**src/rtl/mem_access_unit_pkg.sv**
```systemverilog
// Shared encodings for the data-memory access unit: request opcodes,
// FSM states and the default memory window.
package mem_access_unit_pkg;

    localparam logic [31:0] BASE_ADDR_DEF   = 32'h1001_0000;
    localparam int          DEPTH_WORDS_DEF = 2048;

    typedef enum logic [2:0] {
        OP_LW  = 3'd0,
        OP_LH  = 3'd1,
        OP_LHU = 3'd2,
        OP_LB  = 3'd3,
        OP_LBU = 3'd4,
        OP_SW  = 3'd5,
        OP_SH  = 3'd6,
        OP_SB  = 3'd7
    } op_e;

    typedef enum logic [1:0] {
        ST_IDLE = 2'd0,
        ST_RD   = 2'd1,
        ST_WR   = 2'd2,
        ST_DONE = 2'd3
    } state_e;

    function automatic logic is_load(op_e op);
        return op inside {OP_LW, OP_LH, OP_LHU, OP_LB, OP_LBU};
    endfunction

endpackage

```
**src/rtl/mem_access_unit_lane_align.sv**
```systemverilog
// Little-endian lane handling: extract/extend load data from a memory word and
// merge byte/halfword store data into a previously read word.
module mem_access_unit_lane_align
    import mem_access_unit_pkg::*;
(
    input  logic [31:0] word_i,
    input  logic [31:0] wdata_i,
    input  logic [1:0]  addr_i,
    input  logic [2:0]  op_i,
    output logic [31:0] load_o,
    output logic [31:0] store_o
);

    op_e         op;
    logic [7:0]  byte_sel;
    logic [15:0] half_sel;

    assign op = op_e'(op_i);

    always_comb begin
        case (addr_i)
            2'd0:    byte_sel = word_i[7:0];
            2'd1:    byte_sel = word_i[15:8];
            2'd2:    byte_sel = word_i[23:16];
            default: byte_sel = word_i[31:24];
        endcase
        half_sel = addr_i[1] ? word_i[31:16] : word_i[15:0];

        case (op)
            OP_LH:   load_o = {{16{half_sel[15]}}, half_sel};
            OP_LHU:  load_o = {16'h0000, half_sel};
            OP_LB:   load_o = {{24{byte_sel[7]}}, byte_sel};
            OP_LBU:  load_o = {24'h000000, byte_sel};
            default: load_o = word_i;
        endcase
    end

    always_comb begin
        store_o = word_i;
        case (op)
            OP_SW: store_o = wdata_i;
            OP_SH: begin
                if (addr_i[1]) store_o[31:16] = wdata_i[15:0];
                else           store_o[15:0]  = wdata_i[15:0];
            end
            OP_SB: begin
                case (addr_i)
                    2'd0:    store_o[7:0]   = wdata_i[7:0];
                    2'd1:    store_o[15:8]  = wdata_i[7:0];
                    2'd2:    store_o[23:16] = wdata_i[7:0];
                    default: store_o[31:24] = wdata_i[7:0];
                endcase
            end
            default: store_o = word_i;
        endcase
    end

endmodule

```
**src/rtl/mem_access_unit.sv**
```systemverilog
// Initiator side of the word-wide data-memory port: one load/store at a time,
// with alignment/range checking and read-modify-write for sub-word stores.
//
// state   | meaning
// IDLE    | ready for a request; error check at acceptance
// RD      | memory read strobe, word captured into word_q
// WR      | memory write strobe with full or merged word
// DONE    | one-cycle response from registered op/word/error
module mem_access_unit
    import mem_access_unit_pkg::*;
#(
    parameter logic [31:0] BASE_ADDR   = BASE_ADDR_DEF,
    parameter int          DEPTH_WORDS = DEPTH_WORDS_DEF
) (
    input  logic        clk,
    input  logic        rst,
    input  logic        req_valid,
    output logic        req_ready,
    input  logic [2:0]  req_op,
    input  logic [31:0] req_addr,
    input  logic [31:0] req_wdata,
    output logic        resp_valid,
    output logic [31:0] resp_rdata,
    output logic        resp_err,
    output logic        dm_ena,
    output logic        dm_r,
    output logic        dm_w,
    output logic [31:0] dm_addr,
    output logic [31:0] dm_wdata,
    input  logic [31:0] dm_rdata
);

    // 33-bit bound so a window ending at the top of the address space cannot wrap
    localparam logic [32:0] END_ADDR = {1'b0, BASE_ADDR} + 33'(4 * DEPTH_WORDS);

    state_e      state_q, state_d;
    op_e         op_q, op_d;
    op_e         req_op_e;
    logic [31:0] addr_q, addr_d;
    logic [31:0] wdata_q, wdata_d;
    logic [31:0] word_q, word_d;
    logic        err_q, err_d;
    logic        misaligned, out_of_range;
    logic [31:0] load_data, store_word;

    assign req_op_e = op_e'(req_op);
    assign dm_addr  = {addr_q[31:2], 2'b00};

    always_comb begin
        case (req_op_e)
            OP_LW, OP_SW:          misaligned = (req_addr[1:0] != 2'b00);
            OP_LH, OP_LHU, OP_SH:  misaligned = req_addr[0];
            default:               misaligned = 1'b0;
        endcase
        out_of_range = ({1'b0, req_addr} < {1'b0, BASE_ADDR}) ||
                       ({1'b0, req_addr} >= END_ADDR);
    end

    mem_access_unit_lane_align u_lane_align (
        .word_i  (word_q),
        .wdata_i (wdata_q),
        .addr_i  (addr_q[1:0]),
        .op_i    (op_q),
        .load_o  (load_data),
        .store_o (store_word)
    );

    always_comb begin
        state_d    = state_q;
        op_d       = op_q;
        addr_d     = addr_q;
        wdata_d    = wdata_q;
        word_d     = word_q;
        err_d      = err_q;
        req_ready  = 1'b0;
        resp_valid = 1'b0;
        resp_rdata = 32'h0;
        resp_err   = 1'b0;
        dm_ena     = 1'b0;
        dm_r       = 1'b0;
        dm_w       = 1'b0;
        dm_wdata   = 32'h0;

        case (state_q)
            ST_IDLE: begin
                req_ready = 1'b1;
                if (req_valid) begin
                    op_d    = req_op_e;
                    addr_d  = req_addr;
                    wdata_d = req_wdata;
                    err_d   = misaligned | out_of_range;
                    if (misaligned | out_of_range) state_d = ST_DONE;
                    else if (req_op_e == OP_SW)    state_d = ST_WR;
                    else                           state_d = ST_RD;
                end
            end
            ST_RD: begin
                dm_ena  = 1'b1;
                dm_r    = 1'b1;
                word_d  = dm_rdata;
                state_d = is_load(op_q) ? ST_DONE : ST_WR;
            end
            ST_WR: begin
                dm_ena   = 1'b1;
                dm_w     = 1'b1;
                dm_wdata = store_word;
                state_d  = ST_DONE;
            end
            ST_DONE: begin
                resp_valid = 1'b1;
                resp_err   = err_q;
                resp_rdata = (!err_q && is_load(op_q)) ? load_data : 32'h0;
                state_d    = ST_IDLE;
            end
            default: state_d = ST_IDLE;
        endcase
    end

    always_ff @(posedge clk or negedge rst) begin
        if (!rst) begin
            state_q <= ST_IDLE;
            op_q    <= OP_LW;
            addr_q  <= 32'h0;
            wdata_q <= 32'h0;
            word_q  <= 32'h0;
            err_q   <= 1'b0;
        end else begin
            state_q <= state_d;
            op_q    <= op_d;
            addr_q  <= addr_d;
            wdata_q <= wdata_d;
            word_q  <= word_d;
            err_q   <= err_d;
        end
    end

endmodule
```
**config.mk**
```make
export PLATFORM = sky130hd
export DESIGN_NAME = mem_access_unit
export DESIGN_NICKNAME = d
export VERILOG_FILES = /design/src/rtl/mem_access_unit_pkg.sv /design/src/rtl/mem_access_unit_lane_align.sv /design/src/rtl/mem_access_unit.sv
export SDC_FILE = /design/constraint.sdc
export NUM_CORES = 1
export LEC_CHECK = 0
export BUFFER_PORTS_ARGS = -buffer_cell sky130_fd_sc_hd__buf_2
export CAP_MARGIN = 30
export CELL_PAD_IN_SITES_DETAIL_PLACEMENT = 1
export CELL_PAD_IN_SITES_GLOBAL_PLACEMENT = 1
export CORE_MARGIN = 5
export CORE_UTILIZATION = 42
export DETAILED_ROUTE_END_ITERATION = 10
export HOLD_SLACK_MARGIN = 0.1
export PLACE_DENSITY = 0.86
export SLEW_MARGIN = 20
export SYNTH_ARGS = -nofsm -noshare
export SYNTH_HDL_FRONTEND = slang
export SYNTH_SLANG_ARGS = --single-unit
```
**constraint.sdc**
```tcl
create_clock -name clk -period 3.8 [get_ports clk]
set_input_delay 0.19 -clock clk [delete_from_list [all_inputs] [get_ports clk]]
set_output_delay 0.19 -clock clk [all_outputs]
set_load 0.02 [all_outputs]
```
==> flow_results.xml, run 1 <==
<?xml version="1.0" encoding="UTF-8"?>
<metrics>
  <group name="layout">
    <metric name="final_cell_mix" unit="">200 x buf_2, 105 x mux2_2, 102 x dfrtp_1</metric>
    <metric name="antenna_cells" unit="">0</metric>
    <metric name="drive_gt1_share" unit="%">40.24</metric>
    <metric name="layout.nets" unit="">946</metric>
    <metric name="syn_to_final_growth" unit="%">36.01</metric>
    <metric name="layout_commonest_cell" unit="">buf_2</metric>
    <metric name="finalNonFillerCells" unit="">1029</metric>
    <metric name="filler_cells_inserted" unit="">1606</metric>
  </group>
  <group name="clocking">
    <metric name="clock_tree.buffer_depth" unit="">2</metric>
    <metric name="reg_clk_slew_reported_paths" unit="ns">0.08</metric>
    <metric name="clk-insertion-delay-late" unit="ns">0.36</metric>
    <metric name="cts_num_sinks" unit="">102</metric>
    <metric name="ctsResizeCount" unit="">0</metric>
    <metric name="htree_levels" unit="">3</metric>
    <metric name="clock_buffer_count_from_cts" unit="">9</metric>
    <metric name="cts_tree" unit="">built</metric>
    <metric name="ctsRootBufferMaster" unit="">clkbuf_16</metric>
  </group>
  <group name="placed_design">
    <metric name="detailed_place_hpwl" unit="um">16300</metric>
    <metric name="dpl.cell_count" unit="">916</metric>
    <metric name="buffer_ports.inserted" unit="">201</metric>
    <metric name="gp_congestion" unit="">1.025</metric>
  </group>
  <group name="setup_path">
    <metric name="crit_fanout" unit="">23</metric>
    <metric name="timing.setup.critical_path_class" unit="">reg -&gt; out</metric>
    <metric name="setup.worst_path.start_class" unit="">flop</metric>
    <metric name="critPathRequiredTime" unit="ns">3.61</metric>
    <metric name="endpoint_kind" unit="">primary output</metric>
    <metric name="timing.critical_path.arrival" unit="ns">3.00</metric>
  </group>
  <group name="grt">
    <metric name="first_global_vias" unit="">6419</metric>
    <metric name="grt_max_degree" unit="">67</metric>
    <metric name="antenna_found_initial" unit="">0</metric>
    <metric name="track_usage" unit="%">28.59</metric>
    <metric name="grt_first_pass_wirelength" unit="um">36760</metric>
    <metric name="grt-ovfl-total" unit="">0</metric>
  </group>
  <group name="synthesis">
    <metric name="synthArstFlopShare" unit="%">100.0</metric>
    <metric name="avgSynthCellArea" unit="sq um">10.33</metric>
    <metric name="netlist_instances" unit="">588</metric>
    <metric name="synth-warning-count" unit="">0</metric>
    <metric name="yosys.cell_types.count" unit="">51</metric>
    <metric name="synth_seq_area_share" unit="%">42.03</metric>
    <metric name="synth-edff-count" unit="">0</metric>
    <metric name="synth_flop_cell" unit="">dfrtp_1</metric>
    <metric name="yosys_register_bits" unit="">102</metric>
    <metric name="synthesis.area" unit="sq mm">0.006073</metric>
  </group>
  <group name="die">
    <metric name="core_region_area" unit="sq mm">0.01437</metric>
    <metric name="floorplan.die.width" unit="um">130.3</metric>
    <metric name="ioPinCount" unit="">204</metric>
    <metric name="start_util" unit="%">42.27</metric>
    <metric name="die_height" unit="um">130.3</metric>
    <metric name="placementRows" unit="">44</metric>
    <metric name="dieArea" unit="sq mm">0.01697</metric>
  </group>
  <group name="drt">
    <metric name="num_vias" unit="">5936</metric>
    <metric name="antenna_violating_nets_left" unit="">0</metric>
    <metric name="route.final.wire_length" unit="um">24270</metric>
    <metric name="drt_drc_violations_left" unit="">0</metric>
    <metric name="drt-pass1-iter-count" unit="">5</metric>
    <metric name="routed_via_density" unit="">5.769</metric>
    <metric name="initialDrtViolationCount" unit="">484</metric>
    <metric name="detail_route.wl_per_cell" unit="um">23.58</metric>
  </group>
  <group name="timing">
    <metric name="tns" unit="ns">0</metric>
    <metric name="post-route-min-period" unit="ns">3.192</metric>
    <metric name="grt_setup_unrepaired" unit="">false</metric>
    <metric name="setup_violations" unit="">0</metric>
    <metric name="timing_max_transition_violations_final" unit="">0</metric>
    <metric name="worst_pin_slew" unit="ns">0.9020</metric>
    <metric name="min_period_over_period" unit="%">84.00</metric>
    <metric name="maxClockFrequency" unit="GHz">0.3133</metric>
    <metric name="fin_worst_skew" unit="ns">0.004511</metric>
    <metric name="timing_hold_violations_final" unit="">0</metric>
    <metric name="relSlewSlack" unit="%">39.86</metric>
  </group>
  <group name="power_and_ir_drop">
    <metric name="power.leakage" unit="nW">3.770</metric>
    <metric name="ir_worst_vdd" unit="V">0.0003878</metric>
    <metric name="powerDensity" unit="mW/mm^2">884.0</metric>
    <metric name="total_power" unit="mW">7.302</metric>
  </group>
  <group name="run">
    <metric name="drv.max_cap_violation_count" unit="">0</metric>
  </group>
  <group name="run_status">
    <metric name="result_of_the_run" unit="">complete, no violations</metric>
  </group>
  <group name="min_path">
    <metric name="class_of_the_tightest_hold_or_removal_check" unit="">in -&gt; reg</metric>
  </group>
</metrics>
cell families after synthesis:
group | after synthesis | share of synthesized area, %
mux | 128 | 23.47
flops | 102 | 42.03
other cells | 1 | 0.06175
buf+inv | 85 | 7.787
fa+ha+maj | 4 | 0.8241
simple gates | 123 | 9.642
compound gates | 145 | 16.19
area by class of cell:
| cell class | count | area, sq um | area share, % |
|---|---|---|---|
| Multi-Input combinational cell | 402 | 3052 | 36.94 |
| Sequential cell | 102 | 2552 | 30.90 |
| Timing Repair Buffer | 309 | 2067 | 25.02 |
| Tap cell | 184 | 230.2 | 2.787 |
| Clock buffer | 9 | 225.2 | 2.726 |
| Clock inverter | 7 | 73.82 | 0.8937 |
| Inverter | 16 | 60.06 | 0.7271 |
worst max-delay path, cell delays in order (launching register included):
cell and delay (ns):
dfrtp_1 0.78, o21a_1 0.63, o21ai_0 0.44, a221oi_1 0.45, a21oi_1 0.14, buf_2 0.19
sequential cells by signal (all words and copies together) (netlist names):
register,cells
word_q,32
state_q,2
wdata_q,32
addr_q,32
err_q,1
op_q,3
metal layers:
layer	up-vias	share of wire, %	GRT usage (%)
met5	-	0	0
li1	2623	-	-
met3	57	8.6	8.350
met4	0	3.2	10.02
met1	2954	38	33.40
met2	302	50	50.00
what timing repair did:
action | 4_1_cts | 5_1_grt
hold buffers | 96 | 0
endpoints found under the hold margin | 160 | 0
buffers inserted | 0 | 0
through the flow:
stage	utilization, %	hold slack (ns)	area (sq um)	setup slack, ns
floorplan	-	-0.1056	6077	1.594
global placement	48.62	0.3251	6985	1.183
detailed placement	48.62	0.3397	6985	1.094
CTS	57.38	0.1003	8245	0.7094
global route	57.49	0.1180	8260	0.4256
finish	57.49	0.1034	8260	0.6080
where the power goes:
part / internal [mW] / switching, mW
sequential: 1.64 / 0.792
clock: 0.468 / 0.477
combinational: 1.64 / 2.28
worst paths after layout:
path                                  start      endpoint  slack (ns)  depth (start not counted)
worst max-delay path                op_q[1]  dm_wdata[18]        0.61                          5
worst min-delay path            dm_rdata[7]     word_q[7]        0.10                          3
worst max register to register   state_q[0]    addr_q[15]        1.72                          5
worst min register to register   addr_q[10]    addr_q[10]        0.50                          1
max in group asynchronous               rst   wdata_q[13]        2.31                          3
min in group asynchronous               rst    word_q[24]        0.47                          2
cells in the mapped netlist (7+ instances only):
| cell | count | area share (%) |
|---|---|---|
| o221ai_1 | 8 | 1.2 |
| a221oi_1 | 13 | 1.9 |
| o21a_1 | 17 | 2.1 |
| buf_2 | 18 | 1.5 |
| a21oi_1 | 35 | 2.9 |
| nand2_1 | 32 | 2.0 |
| buf_4 | 33 | 4.1 |
| mux2_2 | 105 | 19 |
| o21ai_0 | 24 | 2.0 |
| nand2b_1 | 7 | 0.72 |
| a221o_1 | 8 | 1.3 |
| o22ai_1 | 19 | 2.0 |
| nor2_1 | 45 | 2.8 |
| inv_1 | 15 | 0.93 |
| clkbuf_1 | 16 | 0.99 |
| dfrtp_1 | 102 | 42 |
| nand3_1 | 8 | 0.66 |
| mux2i_1 | 22 | 3.6 |
Note: power is estimated with default switching activity, not from simulation.
==> run 2: changes to the inputs <==
--- a/config.mk
+++ b/config.mk
@@ -10,10 +10,10 @@
 export CELL_PAD_IN_SITES_DETAIL_PLACEMENT = 1
 export CELL_PAD_IN_SITES_GLOBAL_PLACEMENT = 1
 export CORE_MARGIN = 5
-export CORE_UTILIZATION = 42
+export CORE_UTILIZATION = 35
 export DETAILED_ROUTE_END_ITERATION = 10
 export HOLD_SLACK_MARGIN = 0.1
-export PLACE_DENSITY = 0.86
+export PLACE_DENSITY = 0.76
 export SLEW_MARGIN = 20
 export SYNTH_ARGS = -nofsm -noshare
 export SYNTH_HDL_FRONTEND = slang
==> constraint.sdc (replaced) <==
create_clock -name clk -period 2.7 [get_ports clk]
set_input_delay 0.135 -clock clk [delete_from_list [all_inputs] [get_ports clk]]
set_output_delay 0.135 -clock clk [all_outputs]
set_load 0.02 [all_outputs]
==> flow_results.xml, run 2 (synthesis gave the netlist of run 1 again) <==
<?xml version="1.0" encoding="UTF-8"?>
<metrics>
  <group name="run_status">
    <metric name="result_of_the_run" unit="">complete, no violations</metric>
  </group>
  <group name="min_path">
    <metric name="class_of_the_tightest_hold_or_removal_check" unit="">in -&gt; reg</metric>
    <metric name="hold_critical_path_depth" unit="">3</metric>
  </group>
  <group name="timing">
    <metric name="relSlewSlack" unit="%">62.13</metric>
    <metric name="worst_pin_slew" unit="ns">0.5643</metric>
    <metric name="timing_max_transition_violations_final" unit="">0</metric>
    <metric name="min_period_over_period" unit="%">95.83</metric>
    <metric name="post-route-min-period" unit="ns">2.587</metric>
    <metric name="fin_worst_skew" unit="ns">0.01256</metric>
    <metric name="timing_hold_violations_final" unit="">0</metric>
    <metric name="grt_setup_unrepaired" unit="">false</metric>
    <metric name="tns" unit="ns">0</metric>
    <metric name="fin_worst_hold_slack" unit="ns">0.1715</metric>
    <metric name="maxClockFrequency" unit="GHz">0.3865</metric>
    <metric name="setup_violations" unit="">0</metric>
  </group>
  <group name="layout">
    <metric name="registers_with_the_most_flip_flops" unit="">addr_q x32, wdata_q x32, word_q x32</metric>
    <metric name="layout.cell_area.non_filler" unit="sq mm">0.008502</metric>
    <metric name="filler_cells_inserted" unit="">1981</metric>
    <metric name="final_cell_mix" unit="">200 x buf_2, 105 x mux2_2, 101 x dfrtp_1</metric>
    <metric name="layout_commonest_cell" unit="">buf_2</metric>
    <metric name="drive_gt1_share" unit="%">41.21</metric>
    <metric name="finish.utilization" unit="%">49.50</metric>
    <metric name="finalNonFillerCells" unit="">1084</metric>
    <metric name="antenna_cells" unit="">0</metric>
    <metric name="syn_to_final_growth" unit="%">39.99</metric>
    <metric name="layout.nets" unit="">960</metric>
  </group>
  <group name="die">
    <metric name="dieArea" unit="sq mm">0.02009</metric>
    <metric name="ioPinCount" unit="">204</metric>
    <metric name="core_region_area" unit="sq mm">0.01718</metric>
    <metric name="die_height" unit="um">141.7</metric>
    <metric name="floorplan.die.width" unit="um">141.7</metric>
    <metric name="placementRows" unit="">48</metric>
    <metric name="start_util" unit="%">35.36</metric>
  </group>
  <group name="grt">
    <metric name="track_usage" unit="%">23.03</metric>
    <metric name="antenna_found_initial" unit="">0</metric>
    <metric name="first_global_vias" unit="">6193</metric>
    <metric name="grt-ovfl-total" unit="">0</metric>
    <metric name="use_met1" unit="%">28.77</metric>
    <metric name="grtUsageMet2" unit="%">39.49</metric>
    <metric name="grt_use_met3" unit="%">5.763</metric>
    <metric name="grt_first_pass_wirelength" unit="um">35830</metric>
    <metric name="grt-busiest-layer" unit="">met2</metric>
    <metric name="grt_max_degree" unit="">69</metric>
  </group>
  <group name="drt">
    <metric name="drt_drc_violations_left" unit="">0</metric>
    <metric name="drt-pass1-iter-count" unit="">4</metric>
    <metric name="num_vias" unit="">5832</metric>
    <metric name="route.final.wire_length" unit="um">23390</metric>
    <metric name="routed_via_density" unit="">5.380</metric>
    <metric name="antenna_violating_nets_left" unit="">0</metric>
    <metric name="detail_route.wl_per_cell" unit="um">21.58</metric>
    <metric name="initialDrtViolationCount" unit="">390</metric>
  </group>
  <group name="power_and_ir_drop">
    <metric name="power.leakage" unit="nW">3.863</metric>
    <metric name="powerDensity" unit="mW/mm^2">1223</metric>
    <metric name="ir_worst_vdd" unit="V">0.0005185</metric>
  </group>
  <group name="setup_path">
    <metric name="crit_fanout" unit="">15</metric>
    <metric name="critPathRequiredTime" unit="ns">2.57</metric>
    <metric name="setup.worst_path.start_class" unit="">flop</metric>
    <metric name="timing.critical_path.arrival" unit="ns">2.45</metric>
    <metric name="endpoint_kind" unit="">primary output</metric>
    <metric name="reg2reg_depth" unit="">5</metric>
    <metric name="timing.setup.critical_path_class" unit="">reg -&gt; out</metric>
  </group>
  <group name="placed_design">
    <metric name="dpl.cell_count" unit="">967</metric>
    <metric name="placement.cell_area" unit="sq mm">0.007141</metric>
    <metric name="detailed_place_hpwl" unit="um">16450</metric>
    <metric name="buffer_ports.inserted" unit="">201</metric>
    <metric name="gp_congestion" unit="">0.9062</metric>
  </group>
  <group name="clocking">
    <metric name="htree_levels" unit="">3</metric>
    <metric name="cts_tree" unit="">built</metric>
    <metric name="cts_setup_buffers" unit="">0</metric>
    <metric name="reg_clk_slew_reported_paths" unit="ns">0.08</metric>
    <metric name="clk-insertion-delay-late" unit="ns">0.37</metric>
    <metric name="cts_num_sinks" unit="">102</metric>
    <metric name="clock_tree.buffer_depth" unit="">2</metric>
    <metric name="clock_buffer_count_from_cts" unit="">9</metric>
    <metric name="ctsRootBufferMaster" unit="">clkbuf_16</metric>
  </group>
  <group name="run">
    <metric name="drv.max_cap_violation_count" unit="">0</metric>
  </group>
</metrics>
==> run 2: layer usage <==
layer,up-vias,wire length [um]
met2,240,11530
met1,2888,9566
li1,2673,-
met5,-,0
met3,31,1820
met4,0,472
==> run 2: where the power goes <==
part	leakage [nW]	internal, mW	switching (mW)
Sequential	1.21	2.32	1.07
Clock	0.150	0.666	0.691
Combinational	2.51	2.40	3.26
==> run 2: path summary, 6_finish.rpt <==
path                       startpoint          end  slack (ns)
max reg2reg                state_q[1]   wdata_q[5]        0.82
max in group asynchronous         rst      op_q[0]        1.93
max                         addr_q[1]  dm_wdata[2]        0.11
min in group asynchronous         rst   addr_q[12]        0.19
min                         req_valid   state_q[1]        0.17
min reg2reg                addr_q[11]   addr_q[11]        0.51
==> run 2: stage by stage <==
step	total power, mW	setup WS (ns)
after floorplan	7.079	0.5487
after global placement	8.630	0.4378
after detailed placement	8.798	0.4260
after CTS	10.32	0.01619
after global routing	11.02	0.0006455
final	10.40	0.1126
==> run 2: repair_timing <==
action / in CTS / in global routing
endpoints found under the setup margin: 0 / 30
gates resized for setup: 0 / 6
hold endpoints to repair: 166 / 0
hold buffers: 100 / 0
==> run 2: worst max-delay path, stage by stage (launching register included) <==
cell,delay [ns]
dfrtp_1,0.60
buf_4,0.29
a21o_1,0.19
a21oi_4,0.34
mux2_2,0.38
nor2_1,0.11
buf_2,0.18
==> run 2: layout make-up <==
type                       instances  area [sq um]  share of cell area (%)
multi-input combinational        402          3077                   36.19
sequential                       102          2554                   30.04
timing repair buffer             323          2223                   26.15
tap                              225         281.5                   3.311
clock buffer                       9         225.2                   2.649
clock inverter                     7         81.33                  0.9566
inverter                          16         60.06                  0.7064
==> run 3: changes to the inputs <==
--- a/config.mk
+++ b/config.mk
@@ -5,15 +5,17 @@
 export SDC_FILE = /design/constraint.sdc
 export NUM_CORES = 1
 export LEC_CHECK = 0
+export ABC_AREA = 1
 export BUFFER_PORTS_ARGS = -buffer_cell sky130_fd_sc_hd__buf_2
 export CAP_MARGIN = 30
 export CELL_PAD_IN_SITES_DETAIL_PLACEMENT = 1
 export CELL_PAD_IN_SITES_GLOBAL_PLACEMENT = 1
+export CORE_ASPECT_RATIO = 0.5
 export CORE_MARGIN = 5
-export CORE_UTILIZATION = 35
+export CORE_UTILIZATION = 33
 export DETAILED_ROUTE_END_ITERATION = 10
 export HOLD_SLACK_MARGIN = 0.1
-export PLACE_DENSITY = 0.76
+export PLACE_DENSITY = 0.77
 export SLEW_MARGIN = 20
 export SYNTH_ARGS = -nofsm -noshare
 export SYNTH_HDL_FRONTEND = slang
==> flow_results.xml, run 3 <==
<?xml version="1.0" encoding="UTF-8"?>
<metrics>
  <group name="run_status">
    <metric name="result_of_the_run" unit="">complete, no violations</metric>
  </group>
  <group name="synthesis">
    <metric name="post-synth-top-area-fraction" unit="%">37.86</metric>
    <metric name="yosys_register_bits" unit="">102</metric>
    <metric name="netlist_top_cells_count" unit="">342 x nand2_1, 129 x nor2_1, 112 x o21ai_0</metric>
    <metric name="synthTopCellsByArea" unit="">dfrtp_1 38%, nand2_1 19%, o21ai_0 8.3%</metric>
    <metric name="synth_flop_cell" unit="">dfrtp_1</metric>
    <metric name="synth-edff-count" unit="">0</metric>
    <metric name="netlist_instances" unit="">1024</metric>
    <metric name="synthMostInstantiatedCell" unit="">nand2_1</metric>
    <metric name="synth-warning-count" unit="">0</metric>
    <metric name="yosysTopAreaCell" unit="">dfrtp_1</metric>
    <metric name="yosys.cell_types.count" unit="">31</metric>
    <metric name="synth_seq_area_share" unit="%">37.86</metric>
    <metric name="synthesis.area" unit="sq mm">0.006741</metric>
    <metric name="synthArstFlopShare" unit="%">100.0</metric>
    <metric name="avgSynthCellArea" unit="sq um">6.583</metric>
  </group>
  <group name="clocking">
    <metric name="clock_buffer_count_from_cts" unit="">9</metric>
    <metric name="clock_tree.buffer_depth" unit="">2</metric>
    <metric name="reg_clk_slew_reported_paths" unit="ns">0.08</metric>
    <metric name="htree_levels" unit="">3</metric>
    <metric name="ctsRootBufferMaster" unit="">clkbuf_16</metric>
    <metric name="clk-insertion-delay-late" unit="ns">0.37</metric>
    <metric name="cts_num_sinks" unit="">102</metric>
    <metric name="cts_tree" unit="">built</metric>
  </group>
  <group name="drt">
    <metric name="drt_drc_violations_left" unit="">0</metric>
    <metric name="initialDrtViolationCount" unit="">509</metric>
    <metric name="routed_via_density" unit="">5.014</metric>
    <metric name="antenna_violating_nets_left" unit="">0</metric>
    <metric name="route.final.wire_length" unit="um">29520</metric>
    <metric name="drt-pass1-iter-count" unit="">5</metric>
    <metric name="num_vias" unit="">7742</metric>
    <metric name="detail_route.wl_per_cell" unit="um">19.12</metric>
  </group>
  <group name="die">
    <metric name="ioPinCount" unit="">204</metric>
    <metric name="floorplan.die.width" unit="um">212.1</metric>
    <metric name="start_util" unit="%">34.09</metric>
    <metric name="die_height" unit="um">111.1</metric>
    <metric name="placementRows" unit="">36</metric>
    <metric name="dieArea" unit="sq mm">0.02356</metric>
    <metric name="core_region_area" unit="sq mm">0.01977</metric>
  </group>
  <group name="setup_path">
    <metric name="endpoint_kind" unit="">primary output</metric>
    <metric name="critPathRequiredTime" unit="ns">2.57</metric>
    <metric name="crit_chain" unit="">nand2_4 -&gt; inv_1 -&gt; nand2_1 -&gt; nand3_2 -&gt; nand2_1 -&gt; nand2_2 -&gt; nor2_1 -&gt; buf_2</metric>
    <metric name="crit_path_max_incr_delay" unit="ns">0.53</metric>
    <metric name="setup.worst_path.start_class" unit="">flop</metric>
    <metric name="cp.buffers_inverters" unit="">2</metric>
    <metric name="timing.critical_path.arrival" unit="ns">2.37</metric>
    <metric name="r2r_slack" unit="ns">0.84</metric>
    <metric name="worst_path_dominant_cell_family" unit="">simple AND/OR/NAND/NOR gates</metric>
    <metric name="worst_path_slowest_cell" unit="">dfrtp_1</metric>
    <metric name="crit_path_frequent_cell" unit="">nand2_1</metric>
    <metric name="crit_fanout" unit="">17</metric>
    <metric name="timing.setup.critical_path_class" unit="">reg -&gt; out</metric>
  </group>
  <group name="timing">
    <metric name="tns" unit="ns">0</metric>
    <metric name="setup_violations" unit="">0</metric>
    <metric name="worst_pin_slew" unit="ns">0.8579</metric>
    <metric name="grt_setup_unrepaired" unit="">false</metric>
    <metric name="min_period_over_period" unit="%">92.91</metric>
    <metric name="maxClockFrequency" unit="GHz">0.3986</metric>
    <metric name="post-route-min-period" unit="ns">2.509</metric>
    <metric name="postLayoutSetupSlackWorst" unit="ns">0.1915</metric>
    <metric name="timing_hold_violations_final" unit="">0</metric>
    <metric name="fin_worst_skew" unit="ns">0.006160</metric>
    <metric name="timing_max_transition_violations_final" unit="">0</metric>
    <metric name="relSlewSlack" unit="%">42.75</metric>
    <metric name="fin_worst_hold_slack" unit="ns">0.1636</metric>
  </group>
  <group name="power_and_ir_drop">
    <metric name="powerDensity" unit="mW/mm^2">1213</metric>
    <metric name="p_switching" unit="mW">6.055</metric>
    <metric name="ir_worst_vdd" unit="V">0.0003968</metric>
    <metric name="share_of_power_burned_in_the_clock_network" unit="%">11.8</metric>
    <metric name="power.leakage" unit="nW">4.742</metric>
    <metric name="power_report.internal_total" unit="mW">4.918</metric>
    <metric name="power_frac_comb" unit="%">60.0</metric>
    <metric name="switching_share" unit="%">55.18</metric>
    <metric name="seq_power_share" unit="%">28.2</metric>
  </group>
  <group name="layout">
    <metric name="final_cell_mix" unit="">341 x nand2_1, 200 x buf_2, 128 x nor2_1</metric>
    <metric name="filler_cells_inserted" unit="">2622</metric>
    <metric name="layout.area.seq" unit="sq mm">0.002555</metric>
    <metric name="footprint_of_the_multi_input_gates" unit="sq mm">0.003347</metric>
    <metric name="drive_gt1_share" unit="%">21.22</metric>
    <metric name="layout.nets" unit="">1378</metric>
    <metric name="layout_commonest_cell" unit="">nand2_1</metric>
    <metric name="registers_with_the_most_flip_flops" unit="">addr_q x32, wdata_q x32, word_q x32</metric>
    <metric name="syn_to_final_growth" unit="%">34.22</metric>
  </group>
  <group name="grt">
    <metric name="grt_max_degree" unit="">81</metric>
    <metric name="first_global_vias" unit="">8260</metric>
    <metric name="antenna_found_initial" unit="">1</metric>
    <metric name="track_usage" unit="%">24.87</metric>
    <metric name="grt-ovfl-total" unit="">0</metric>
    <metric name="grt_first_pass_wirelength" unit="um">46260</metric>
  </group>
  <group name="placed_design">
    <metric name="buffer_ports.inserted" unit="">201</metric>
    <metric name="gp_congestion" unit="">0.9098</metric>
    <metric name="post-place-ws" unit="ns">0.3431</metric>
    <metric name="detailed_place_hpwl" unit="um">21410</metric>
  </group>
  <group name="min_path">
    <metric name="class_of_the_tightest_hold_or_removal_check" unit="">in -&gt; reg</metric>
  </group>
  <group name="run">
    <metric name="drv.max_cap_violation_count" unit="">0</metric>
  </group>
</metrics>
run 3: changes by cell type after synthesis, moves of 19 or more:
cell	previous run	this run
nand3_1	8	62
mux2_2	105	1
inv_1	15	84
mux2i_1	22	0
nor2_1	45	129
nand2_1	32	342
o22ai_1	19	0
o21ai_0	24	112
run 3: cell families (layout without fill, tap and decap cells):
kind of cell    Yosys count  count (layout)  synth area share [%]
flops                   102             102                 37.86
compound gates          176             176                 13.90
simple gates            562             563                 34.34
buf+inv                 178             429                 12.94
other cells               1               3               0.05563
mux                       1               1                0.1670
fa+ha+maj                 4               4                0.7424
run 3: final timing paths:
path	from	end	cells past startpoint
worst max register to register	op_q[1]	state_q[0]	7
worst min-delay path	req_op[0]	op_q[0]	3
worst min register to register	wdata_q[30]	wdata_q[30]	2
min in group asynchronous	rst	addr_q[17]	2
worst max-delay path	addr_q[0]	resp_rdata[20]	8
max in group asynchronous	rst	op_q[0]	3
run 3: tightest hold or removal path, cell delays in order:
cell	delay, ns
buf_2	0.12
inv_1	0.12
o21ai_0	0.11
run 3: layer usage:
metal	wire length (um)	global-route usage [%]	vias to the layer above
met5	0	0	-
met4	669	7.461	0
met3	2111	5.117	50
met2	13530	40.08	275
met1	13210	33.71	3705
li1	-	-	3712
run 3: final cells by class:
class / instances / area share [%]
tap: 266 / 3.678
multi-input combinational: 746 / 36.99
antenna: 1 / 0.02765
clock inverter: 7 / 0.6084
inverter: 91 / 3.803
sequential: 102 / 28.24
clock buffer: 9 / 2.489
timing repair buffer: 322 / 24.17
run 3: power groups by stage:
stage / combinational [mW] / clock (mW) / sequential [mW]
2_1_floorplan: 4.81 / 0 / 2.65
3_3_place_gp: 6.14 / 0 / 3.04
3_5_place_dp: 6.31 / 0 / 3.06
4_1_cts: 6.49 / 1.34 / 3.05
5_1_grt: 7.27 / 1.40 / 3.17
6_report: 6.58 / 1.30 / 3.10
run 3: stage by stage:
step / instance area (sq um) / power, mW / instances / utilization, %
6_report: 9049 / 10.97 / 1544 / 45.76
5_1_grt: 9049 / 11.83 / 1544 / 45.76
4_1_cts: 9014 / 10.88 / 1541 / 45.58
3_5_place_dp: 7724 / 9.374 / 1423 / 39.06
3_3_place_gp: 7724 / 9.177 / 1423 / 39.06
2_1_floorplan: 6745 / 7.461 / 1025 / -
run 3: what timing repair did:
item,CTS,global route
hold buffers,98,0
endpoints found under the setup margin,22,39
gates resized for setup,0,6
pin swaps,2,0
gates cloned,1,0
buffers inserted,3,2
hold endpoints to repair,159,0
